[config.mk]
export PLATFORM = sky130hd
export DESIGN_NAME = seq_mult
export DESIGN_NICKNAME = d
export VERILOG_FILES = /design/src/rtl/seq_mult.sv
export SDC_FILE = /design/constraint.sdc
export NUM_CORES = 1
export LEC_CHECK = 0
export ABC_CLOCK_PERIOD_IN_PS = 2800
export CORE_MARGIN = 3
export CORE_UTILIZATION = 48
export CTS_BUF_LIST = sky130_fd_sc_hd__clkbuf_4
export DETAILED_ROUTE_END_ITERATION = 10
export PLACE_DENSITY_LB_ADDON = 0.3
export SLEW_MARGIN = 20
export SYNTH_ARGS = -nofsm -noshare
export SYNTH_HDL_FRONTEND = slang
export SYNTH_SLANG_ARGS = --single-unit
[constraint.sdc]
create_clock -name clk -period 2.8 [get_ports clk]
set_input_delay 0.56 -clock clk [delete_from_list [all_inputs] [get_ports clk]]
set_output_delay 0.56 -clock clk [all_outputs]
set_load 0.005 [all_outputs]
[src/rtl/seq_mult.sv]
// ============================================================================
// Module   : seq_mult
// Purpose  : Unsigned shift-and-add sequential multiplier. One partial
//            product is accumulated per clock and the result is available
//            WIDTH clocks after the start is accepted.
// Ports    : clk   - clock, all state changes on the rising edge
//            rst   - asynchronous active-high reset
//            start - begin a multiply (only looked at in IDLE)
//            A     - unsigned multiplicand, captured on accepted start
//            B     - unsigned multiplier, captured on accepted start
//            P     - registered product, held until the next accepted start
//            busy  - high while iterations are running
//            done  - one-cycle pulse marking P valid
//            eqz   - high when the registered P is zero
// Revision : 1.0 - initial release
// ============================================================================
`default_nettype none

module seq_mult #(
  parameter int WIDTH = 8
) (
  input  logic               clk,
  input  logic               rst,
  input  logic               start,
  input  logic [WIDTH-1:0]   A,
  input  logic [WIDTH-1:0]   B,
  output logic [2*WIDTH-1:0] P,
  output logic               busy,
  output logic               done,
  output logic               eqz
);

  // Counter must hold values 0..WIDTH-1.
  localparam int c_CNT_W = $clog2(WIDTH) + 1;
  localparam logic [c_CNT_W-1:0] c_LAST = c_CNT_W'(WIDTH - 1);

  typedef enum logic [1:0] {
    IDLE = 2'd0,
    RUN  = 2'd1,
    DONE = 2'd2
  } state_t;

  state_t               r_state;
  logic [WIDTH-1:0]     r_m;
  logic [2*WIDTH:0]     r_acc;
  logic [c_CNT_W-1:0]   r_cnt;
  logic [2*WIDTH-1:0]   r_p;
  logic                 r_busy;
  logic                 r_done;
  logic                 r_eqz;

  // Upper half plus the carry position. Bit 2*WIDTH of the accumulator is
  // always zero at the start of an iteration because the previous shift
  // filled it with zero, so this WIDTH+1 bit sum cannot overflow.
  logic [WIDTH:0]       w_sum;
  logic [2*WIDTH:0]     w_acc_next;
  logic [2*WIDTH-1:0]   w_prod;

  always_comb begin
    w_sum = r_acc[2*WIDTH:WIDTH];
    if (r_acc[0]) begin
      w_sum = r_acc[2*WIDTH:WIDTH] + {1'b0, r_m};
    end
    // Add and right shift in one step: the sum (carry included) moves down
    // one place, the low half loses its LSB, zero enters at the top.
    w_acc_next = {1'b0, w_sum, r_acc[WIDTH-1:1]};
    w_prod     = w_acc_next[2*WIDTH-1:0];
  end

  always_ff @(posedge clk or posedge rst) begin
    if (rst) begin
      r_state <= IDLE;
      r_m     <= '0;
      r_acc   <= '0;
      r_cnt   <= '0;
      r_p     <= '0;
      r_busy  <= 1'b0;
      r_done  <= 1'b0;
      r_eqz   <= 1'b1;
    end else begin
      case (r_state)
        IDLE: begin
          r_done <= 1'b0;
          if (start) begin
            r_m     <= A;
            r_acc   <= {1'b0, {WIDTH{1'b0}}, B};
            r_cnt   <= '0;
            r_busy  <= 1'b1;
            r_state <= RUN;
          end
        end

        RUN: begin
          r_acc <= w_acc_next;
          r_cnt <= r_cnt + 1'b1;
          // The final iteration's result goes straight into P so that the
          // product is valid on the same edge that raises done.
          if (r_cnt == c_LAST) begin
            r_p     <= w_prod;
            r_eqz   <= (w_prod == '0);
            r_busy  <= 1'b0;
            r_done  <= 1'b1;
            r_state <= DONE;
          end
        end

        DONE: begin
          // Exactly one cycle; start here is dropped, not remembered.
          r_done  <= 1'b0;
          r_state <= IDLE;
        end

        default: begin
          r_busy  <= 1'b0;
          r_done  <= 1'b0;
          r_state <= IDLE;
        end
      endcase
    end
  end

  assign P    = r_p;
  assign busy = r_busy;
  assign done = r_done;
  assign eqz  = r_eqz;

endmodule

`default_nettype wire

==> results of run 1 <==
[worst max-delay path by stage]
stage,startpoint,end,slack [ps],cells after the start
2_1_floorplan,r_acc[8],eqz,740,8
3_3_place_gp,r_acc[8],eqz,640,8
3_5_place_dp,r_acc[8],eqz,610,8
4_1_cts,r_acc[8],eqz,560,8
5_1_grt,r_acc[8],eqz,420,8
6_report,r_acc[8],eqz,550,8
[worst max-delay path, stage by stage (launching register included)]
cell and delay [ps]:
dfrtp_1 440, ha_1 240, fa_1 450, a211oi_2 260, o31ai_2 90, xor2_1 150
mux2i_1 210, and4b_1 220, a31o_1 140
[layer usage]
| metal | track usage | wire length [um] |
|---|---|---|
| met5 | 0 | 0 |
| met4 | 0.0543 | 57 |
| met3 | 0.0469 | 180 |
| met2 | 0.291 | 2290 |
| met1 | 0.249 | 2410 |
[through the flow]
step | utilization | power, W | hold WS (ps)
5_1_grt | 0.610 | 0.00366 | 520
6_report | 0.610 | 0.00335 | 493
4_1_cts | 0.610 | 0.00337 | 497
3_5_place_dp | 0.598 | 0.00303 | 462
3_3_place_gp | 0.598 | 0.00299 | 464
2_1_floorplan | - | 0.00245 | 449
[registers in the layout (all words and copies together) (netlist names)]
register and count:
busy 1, eqz 1, r_state 2, r_acc 16, P 16, r_cnt 4, done 1, r_m 8
[cell usage in the layout (no fill, tap or decap), types with 3 or more instances in the layout]
cell,count
and3b_1,7
buf_4,4
a21oi_1,17
dfrtp_1,48
ha_1,9
clkdlybuf4s50_1,37
inv_1,4
mux2i_1,7
nand2_1,54
o21ai_1,6
mux2_2,8
nor3_1,4
clkbuf_4,6
xnor2_1,3
o21ai_0,22
a22o_1,3
nor2_1,8
[report_power, final]
part	internal [W]	switching, W	total [W]
Sequential	0.00104	0.000314	0.00135
Combinational	0.000853	0.000807	0.00166
Clock	0.000108	0.000228	0.000336
Total	0.00200	0.00135	0.00335
[area by class of cell]
class	instances	area, um^2	share of cell area
sequential	49	1230	0.420
multi-input combinational	178	1130	0.386
timing repair buffer	41	400	0.137
tap	67	83.8	0.0287
clock buffer	6	45.0	0.0154
inverter	6	22.5	0.00771
clock inverter	2	15.0	0.00514
[logic make-up after synthesis]
| family | count (synthesis) | synth area share |
|---|---|---|
| and+or+nand+nor | 87 | 0.173 |
| AOI/OAI and AO/OA | 62 | 0.158 |
| DFF | 49 | 0.508 |
| buffers and inverters | 15 | 0.0259 |
| muxes | 15 | 0.0663 |
| adders and majority gates | 10 | 0.0549 |
| xor gates and xnor gates | 4 | 0.0145 |
==> reports/results.txt, run 1 <==
setup TNS: 0 ps
nets@finish: 310
sequential element share of the synthesized area: 0.508
hold_sp: P[4]
Final ANT Viol Nets: 0
Starting DRT DRC Count: 79
share of cells above drive strength 1: 0.106
total core area: 4790 um^2
1st-pass router iterations: 4
Seq cells post-synth: 49
CP arrival: 2560 ps
Cell Count Post-Placement: 341
via count: 1822
fin. max-slew vios: 0
hold violation count in the final report: 0
Max FO, Critical Path: 4
post-layout min period: 2250 ps
WHS Path Cells: 2
Static Leak: 1.31 nW
Synth Flop Type: dfrtp_1
postcts setup bufs: 0
Post-DP HPWL: 3.59 mm
Post-CTS Hold Fix Bufs: 0
die width: 77.0 um
peak supply drop: 0.696 mV
ys async rst share: 1.00
Final Non-Filler Cells: 349
CP Launch Type: register
worst setup margin: 550 ps
chip height: 77.0 um
worst rel slew slack: 0.599
Starting Density: 0.505
post-synthesis net count: 271
num ports: 38
RSZ-0062 raised after global routing: false
CTS Buf Count: 5
CTS Buffer Depth: 2
share of the synthesized area in the top cell type: 0.497
Crit. End Element: register
Max-cap violations: 0
gr ovfl total: 0
Placed Area: 2860 um^2
Cell Pwr Density: 1150 nW/um^2
Yosys top cell by area: dfrtp_1
Syn Inst Count: 242
Synth Cell Area: 2420 um^2
Worst-path clk slew: 150 ps
register-to-register setup slack: 550 ps
final period utilization: 0.803
DRC: 0
Filler cells: 418
clk root buf: clkbuf_4
status: finished, final reports clean
initial antenna violation count: 0
pin count of the biggest net entering global routing: 50
Post-Route WL: 4.93 mm
Sink Count: 49
count leader, synth: nand2_1
critical path class: register to register
detail-routed net length per standard cell: 14.1 um
Max Clock Freq: 445 MHz
Global Route Usage Sum: 0.184
Synth warnings: 0
Area Growth Syn to Fin: 20.9%
row cnt: 25
via/cell ratio: 5.22
worst skew pair latency: 360 ps
R2R Path End: eqz
routability cong.: 0.813
Reg2Reg Depth: 8
Ant. Diodes: 0
Syn Area/Cell: 9.99 um^2
clock skew: 11.2 ps
Post-synth EDFFs: 0
post-route cell area: 2920 um^2
# setup viols final: 0
Synth cell types: 45
first-pass GRT wire length: 8.78 mm
synth top area cells: dfrtp_1 50%, nand2_1 8.4%, ha_1 4.7%, o21ai_0 4.6%, mux2_2 3.7%
min-delay worst type: register to register
post-CTS sizing: 0
I/O Buffers: 37
CTS tree: done
Reg-to-Reg Start: r_acc[8]
htree depth: 2
vias in the first global route: 1795
list of most frequent post-synthesis cells: 54 x nand2_1, 48 x dfrtp_1, 22 x o21ai_0
worst path required time: 3110 ps
pre-CTS setup slack: 608 ps
die area: 5920 um^2
hold endpoint: P[4]
slew of the pin with the lowest slew margin: 601 ps
(Power assumes the default switching activity.)
==> inputs of run 2 (changes only) <==
Settings changed: ABC_CLOCK_PERIOD_IN_PS 2800 to 1850.
Clock period 2.8 ns to 1.85 ns, I/O delays scaled along.
==> run 2 against run 1 <==
The run now ends with negative setup slack left. Worst hold slack worse by 170 ps. Non-clock buffer count is 30 higher. Utilization is 7.2 points higher. Critical path depth stayed put. Sequential power is 47% higher. Clock skew is 4.4 ps higher. Sequential cell count stayed put. Combinational power is 110% higher. Register-to-register slack worse by 780 ps. Global-route usage is 0.13 points higher. Wire length is 8.4% higher. Via count is 9.2% higher. Critical endpoint unchanged. Highest routed layer unchanged.
==> reports/results.txt, run 2 (synthesized netlist as in run 1, its figures left out) <==
status: finished with violations
violated checks: negative setup slack
Worst-path clk slew: 160 ps (about the same)
RSZ-0062 raised after global routing: true
Crit. End Element: register
Global Route Usage Sum: 0.185 (+0.00126)
CP Launch Type: register
CTS tree: done
num ports: 38 (unchanged)
share of cells above drive strength 1: 0.244 (+0.137)
critical path class: register to register
Slowest-stage cell, CP: dfrtp_1
# setup viols final: 4 (+4)
Hold WS: 322 ps (-171 ps)
Worst path top cell family by delay: adder cells
Max FO, Critical Path: 3 (-1)
peak supply drop: 0.924 mV (+33%)
Reg2Reg Depth: 8 (unchanged)
CTS Buffer Depth: 2 (unchanged)
worst path required time: 2180 ps (-930 ps)
routability cong.: 0.860 (+5.7%)
CP Cell Sequence: ha_2 > fa_2 > a211oi_4 > o31ai_2 > xor2_1 > mux2i_1 > and4b_1 > a31o_1
Area Growth Syn to Fin: 35.2%
Sink Count: 49 (unchanged)
Final ANT Viol Nets: 0 (unchanged)
vias in the first global route: 1877 (+4.6%)
worst rel slew slack: 0.753 (+0.154)
Net Sw Frac: 0.395 (-0.00793)
critical path's largest stage delay: 410 ps (-40 ps)
total core area: 4790 um^2 (unchanged)
combinational share of power: 0.587 (+0.091)
1st-pass router iterations: 4 (unchanged)
I/O Buffers: 37 (unchanged)
Final Non-Filler Cells: 379 (+8.6%)
hold violation count in the final report: 0 (unchanged)
htree depth: 2 (unchanged)
chip height: 77.0 um (unchanged)
clock skew: 15.6 ps (+4.36 ps)
first-pass GRT wire length: 8.78 mm (about the same)
final period utilization: 1.13 (+0.323)
Buf+Inv Stages, Crit Path: 0 (unchanged)
Cell Int Power: 0.00365 W (+83%)
detail-routed net length per standard cell: 14.1 um (-0.17%)
commonest non-fill, non-tap cell in the layout: nand2_1
post-route cell area: 3270 um^2 (+12%)
slew of the pin with the lowest slew margin: 369 ps (-232 ps)
DRC: 0 (unchanged)
Static Leak: 1.47 nW (+12%)
Max-cap violations: 0 (unchanged)
post-layout min period: 2080 ps (-166 ps)
pin count of the biggest net entering global routing: 50 (unchanged)
Starting Density: 0.505 (unchanged)
Clock Power Share: 0.086 (-0.014)
Cell Pwr Density: 1850 nW/um^2 (+61%)
commonest non-fill, non-tap cells in the layout: 54 x nand2_1, 47 x dfrtp_1, 37 x clkdlybuf4s50_1, 33 x buf_4, 18 x o21ai_0
gr ovfl total: 0 (unchanged)
Post-Route WL: 5.35 mm (+8.4%)
Placed Area: 3070 um^2 (+7.4%)
worst setup margin: -233 ps (-784 ps)
Pwr Total: 0.00604 W (+81%)
Ant. Diodes: 0 (unchanged)
Starting DRT DRC Count: 117 (+48%)
Psw: 0.00239 W (+77%)
min-delay worst type: input pin to asynchronous set/reset pin
worst skew pair latency: 380 ps (+20 ps)
Post-DP HPWL: 3.74 mm (+4.1%)
fin. max-slew vios: 0 (unchanged)
clk root buf: clkbuf_4
WP depth: 8 (unchanged)
CP arrival: 2410 ps (-150 ps)
die area: 5920 um^2 (unchanged)
sequential fraction of design power: 0.328 (-0.076)
Cell Count Post-Placement: 367 (+7.6%)
die width: 77.0 um (unchanged)
via/cell ratio: 5.25 (+0.58%)
nets@finish: 340 (+9.7%)
via count: 1990 (+9.2%)
initial antenna violation count: 0 (unchanged)
row cnt: 25 (unchanged)
CTS Buf Count: 5 (unchanged)
Max Clock Freq: 480 MHz (+8.0%)
-- run 2: cell types whose count changed in the layout (fill, tap and decap cells not counted), sizes merged --
| cell | previous run | this run |
|---|---|---|
| clkinv | 1 | 2 |
| buf | 4 | 34 |
| clkinvlp | 2 | 1 |
| clkbuf | 6 | 5 |
| inv | 5 | 6 |
-- run 2: repair_timing --
| action | CTS | global route |
|---|---|---|
| buffers inserted | 1 | 3 |
| resized for setup | 3 | 19 |
| hold buffers | 0 | 0 |
| pin swaps | 8 | 8 |
| endpoints found under the setup margin | 7 | 12 |
-- run 2: stage by stage --
stage	utilization	setup slack [ps]	setup TNS [ps]
floorplan	-	-149	-149
global placement	0.642	-157	-380
detailed placement	0.642	-195	-520
CTS	0.657	-192	-441
global route	0.683	-324	-1080
finish	0.683	-233	-547
-- run 2: worst paths after layout --
check,from,end,slack [ps]
min in group clk,P[10],P[10],490
worst min register to register,P[10],P[10],490
worst max register to register,r_m[0],eqz,-230
worst max-delay path,r_m[0],eqz,-230
max in group asynchronous,rst,eqz,1240
worst min-delay path,rst,P[15],320
-- run 2: tightest hold or removal path, cell delays in order --
cell             delay (ps)
clkdlybuf4s50_1         410
inv_2                    70
buf_12                  250
-- run 2: per-layer routing --
layer	global-route usage	up-vias	share of wire	wire [um]
met5	0	-	0	0
met4	0.0725	0	0.011	59
met3	0.0411	6	0.034	184
met2	0.288	41	0.48	2550
met1	0.251	955	0.48	2550
li1	-	988	-	-
-- run 2: power by group through the flow --
stage               registers [W]  clock network, W  logic (W)
floorplan                 0.00190                 0    0.00181
global placement          0.00195                 0    0.00302
detailed placement        0.00197                 0    0.00309
CTS                       0.00195          0.000537    0.00314
global route              0.00205          0.000578    0.00388
finish                    0.00198          0.000518    0.00354
-- run 2: cell type report --
class | count | area [um^2]
inverters | 6 | 22.5
well taps | 67 | 83.8
clock inverters | 3 | 21.3
clock buffers | 5 | 37.5
fillers | 396 | 1520
multi-input cells | 178 | 1240
repair buffers | 71 | 638
flip-flops and latches | 49 | 1230
==> inputs of run 3 (changes only) <==
Settings changed: CORE_MARGIN 3 to 2.
==> run 3 against run 2 <==
Final cell count is 0.26% lower. Sequential power hardly changed. Fmax hardly changed. Setup slack better by 0.92 ps. Highest routed layer unchanged. Total power is 1.3% higher. Utilization is 0.29 points higher. The flow still finishes with violations (negative setup slack).
==> reports/results.txt, run 3 (synthesized netlist as in run 1, its figures left out) <==
status: finished with violations
violated checks: negative setup slack
nets@finish: 339 (-0.29%)
row cnt: 25 (unchanged)
critical path class: register to register
fin. max-slew vios: 0 (unchanged)
share of cells above drive strength 1: 0.264 (+0.0201)
pin count of the biggest net entering global routing: 29 (-42%)
first-pass GRT wire length: 9.17 mm (+4.4%)
worst setup margin: -232 ps (+0.924 ps)
setup TNS: -581 ps (-34.0 ps)
Max Clock Freq: 480 MHz (about the same)
critical path's largest stage delay: 410 ps (about the same)
chip height: 75.0 um (-2.6%)
peak supply drop: 0.981 mV (+6.2%)
worst rel slew slack: 0.711 (-0.0424)
Starting Density: 0.505 (unchanged)
# setup viols final: 7 (+3)
clk root buf: clkbuf_4
total core area: 4790 um^2 (unchanged)
Slowest-stage cell, CP: dfrtp_1
via count: 2017 (+1.4%)
slew of the pin with the lowest slew margin: 433 ps (+63.5 ps)
global routing usage on met2: 0.347 (+0.0587)
commonest non-fill, non-tap cell in the layout: nand2_1
Cell Pwr Density: 1870 nW/um^2 (+0.90%)
Placed Area: 3060 um^2 (-0.49%)
CP arrival: 2410 ps (about the same)
Post-DP HPWL: 3.81 mm (+1.9%)
DRC: 0 (unchanged)
CTS Buffer Depth: 2 (unchanged)
Static Leak: 1.48 nW (+0.51%)
met1 GRT Util: 0.292 (+0.0413)
Post-CTS Hold Fix Bufs: 0 (unchanged)
most used routing layer: met2
commonest non-fill, non-tap cells in the layout: 54 x nand2_1, 46 x dfrtp_1, 37 x clkdlybuf4s50_1, 32 x buf_4, 17 x o21ai_0
die area: 5620 um^2 (-5.1%)
Area Growth Syn to Fin: 35.8%
1st-pass router iterations: 4 (unchanged)
num ports: 38 (unchanged)
Final ANT Viol Nets: 0 (unchanged)
CTS tree: done
worst path required time: 2180 ps (about the same)
M3 GR Usage: 0.0321 (-0.00895)
Max-cap violations: 0 (unchanged)
post-layout min period: 2080 ps (-0.924 ps)
Ant. Diodes: 0 (unchanged)
Starting DRT DRC Count: 95 (-19%)
vias in the first global route: 1965 (+4.7%)
min-delay worst type: input pin to asynchronous set/reset pin
Crit. End Element: register
hold violation count in the final report: 0 (unchanged)
Worst-path clk slew: 160 ps (about the same)
Global Route Usage Sum: 0.213 (+0.0276)
routability cong.: 0.841 (-2.2%)
Post-Route WL: 5.41 mm (+1.2%)
gr ovfl total: 0 (unchanged)
Sink Count: 49 (unchanged)
htree depth: 2 (unchanged)
CP Cell Sequence: ha_2 > fa_2 > a211oi_4 > o31ai_2 > xor2_1 > mux2i_1 > and4b_1 > a31o_1
CTS Buf Count: 5 (unchanged)
clock skew: 13.0 ps (-2.55 ps)
die width: 75.0 um (-2.6%)
initial antenna violation count: 0 (unchanged)
worst skew pair latency: 370 ps (about the same)
I/O Buffers: 37 (unchanged)
RSZ-0062 raised after global routing: true
post-route cell area: 3280 um^2 (+0.42%)
Max FO, Critical Path: 3 (unchanged)
CP Launch Type: register
final period utilization: 1.13 (about the same)
detail-routed net length per standard cell: 14.3 um (+1.4%)
via/cell ratio: 5.34 (+1.6%)
[run 3: cell count changes in the layout (fill, tap and decap cells not counted), sizes merged]
| cell | delta |
|---|---|
| buf | -1 |
[run 3: area by class of cell]
cell class                      instances  area (um^2)
Fill cell                             367         1500
Multi-Input combinational cell        178         1250
Timing Repair Buffer                   70          631
Tap cell                               67         83.8
Clock inverter                          3         25.0
Sequential cell                        49         1230
Inverter                                6         22.5
Clock buffer                            5         37.5
[run 3: power by group]
| part | internal, W | switching, W | leakage, nW |
|---|---|---|---|
| Combinational | 0.00193 | 0.00167 | 0.853 |
| Clock | 0.000156 | 0.000372 | 0.0318 |
| Sequential | 0.00157 | 0.000417 | 0.596 |
[run 3: what timing repair did]
item,in CTS,in global routing
setup buffers,3,2
pin swaps,10,6
setup endpoints to repair,9,13
resized for setup,9,21
endpoints found under the hold margin,0,0
[run 3: through the flow]
stage,util,setup slack [ps],power [W],hold WS (ps),std cells
2_1_floorplan,-,-149,0.00372,449,242
3_3_place_gp,0.639,-186,0.00492,461,365
3_5_place_dp,0.639,-241,0.00501,464,365
4_1_cts,0.662,-210,0.00572,307,376
5_1_grt,0.686,-376,0.00660,313,378
6_report,0.686,-232,0.00612,306,378
[run 3: worst paths after layout]
check,startpoint,endpoint,slack [ps],cells past startpoint
hold reg to reg,P[4],P[4],490,2
hold / removal,rst,r_acc[3],310,3
setup / recovery,r_m[0],eqz,-230,8
max in group asynchronous,rst,P[9],1260,3
min in group clk,P[4],P[4],490,2
setup reg to reg,r_m[0],eqz,-230,8
[run 3: routing by layer]
| metal | vias to the layer above | wire length [um] |
|---|---|---|
| met1 | 968 | 2460 |
| met3 | 10 | 184 |
| met2 | 48 | 2690 |
| li1 | 991 | - |
| met5 | - | 0 |
| met4 | 0 | 84 |
[run 3: worst max-delay path, delay by kind of cell, from the launching register on]
family / cells / cell delay (ps)
mux: 1 / 190
xor+xnor: 1 / 140
simple gates: 1 / 230
compound gates: 3 / 490
flops: 1 / 410
fa+ha+maj: 2 / 590
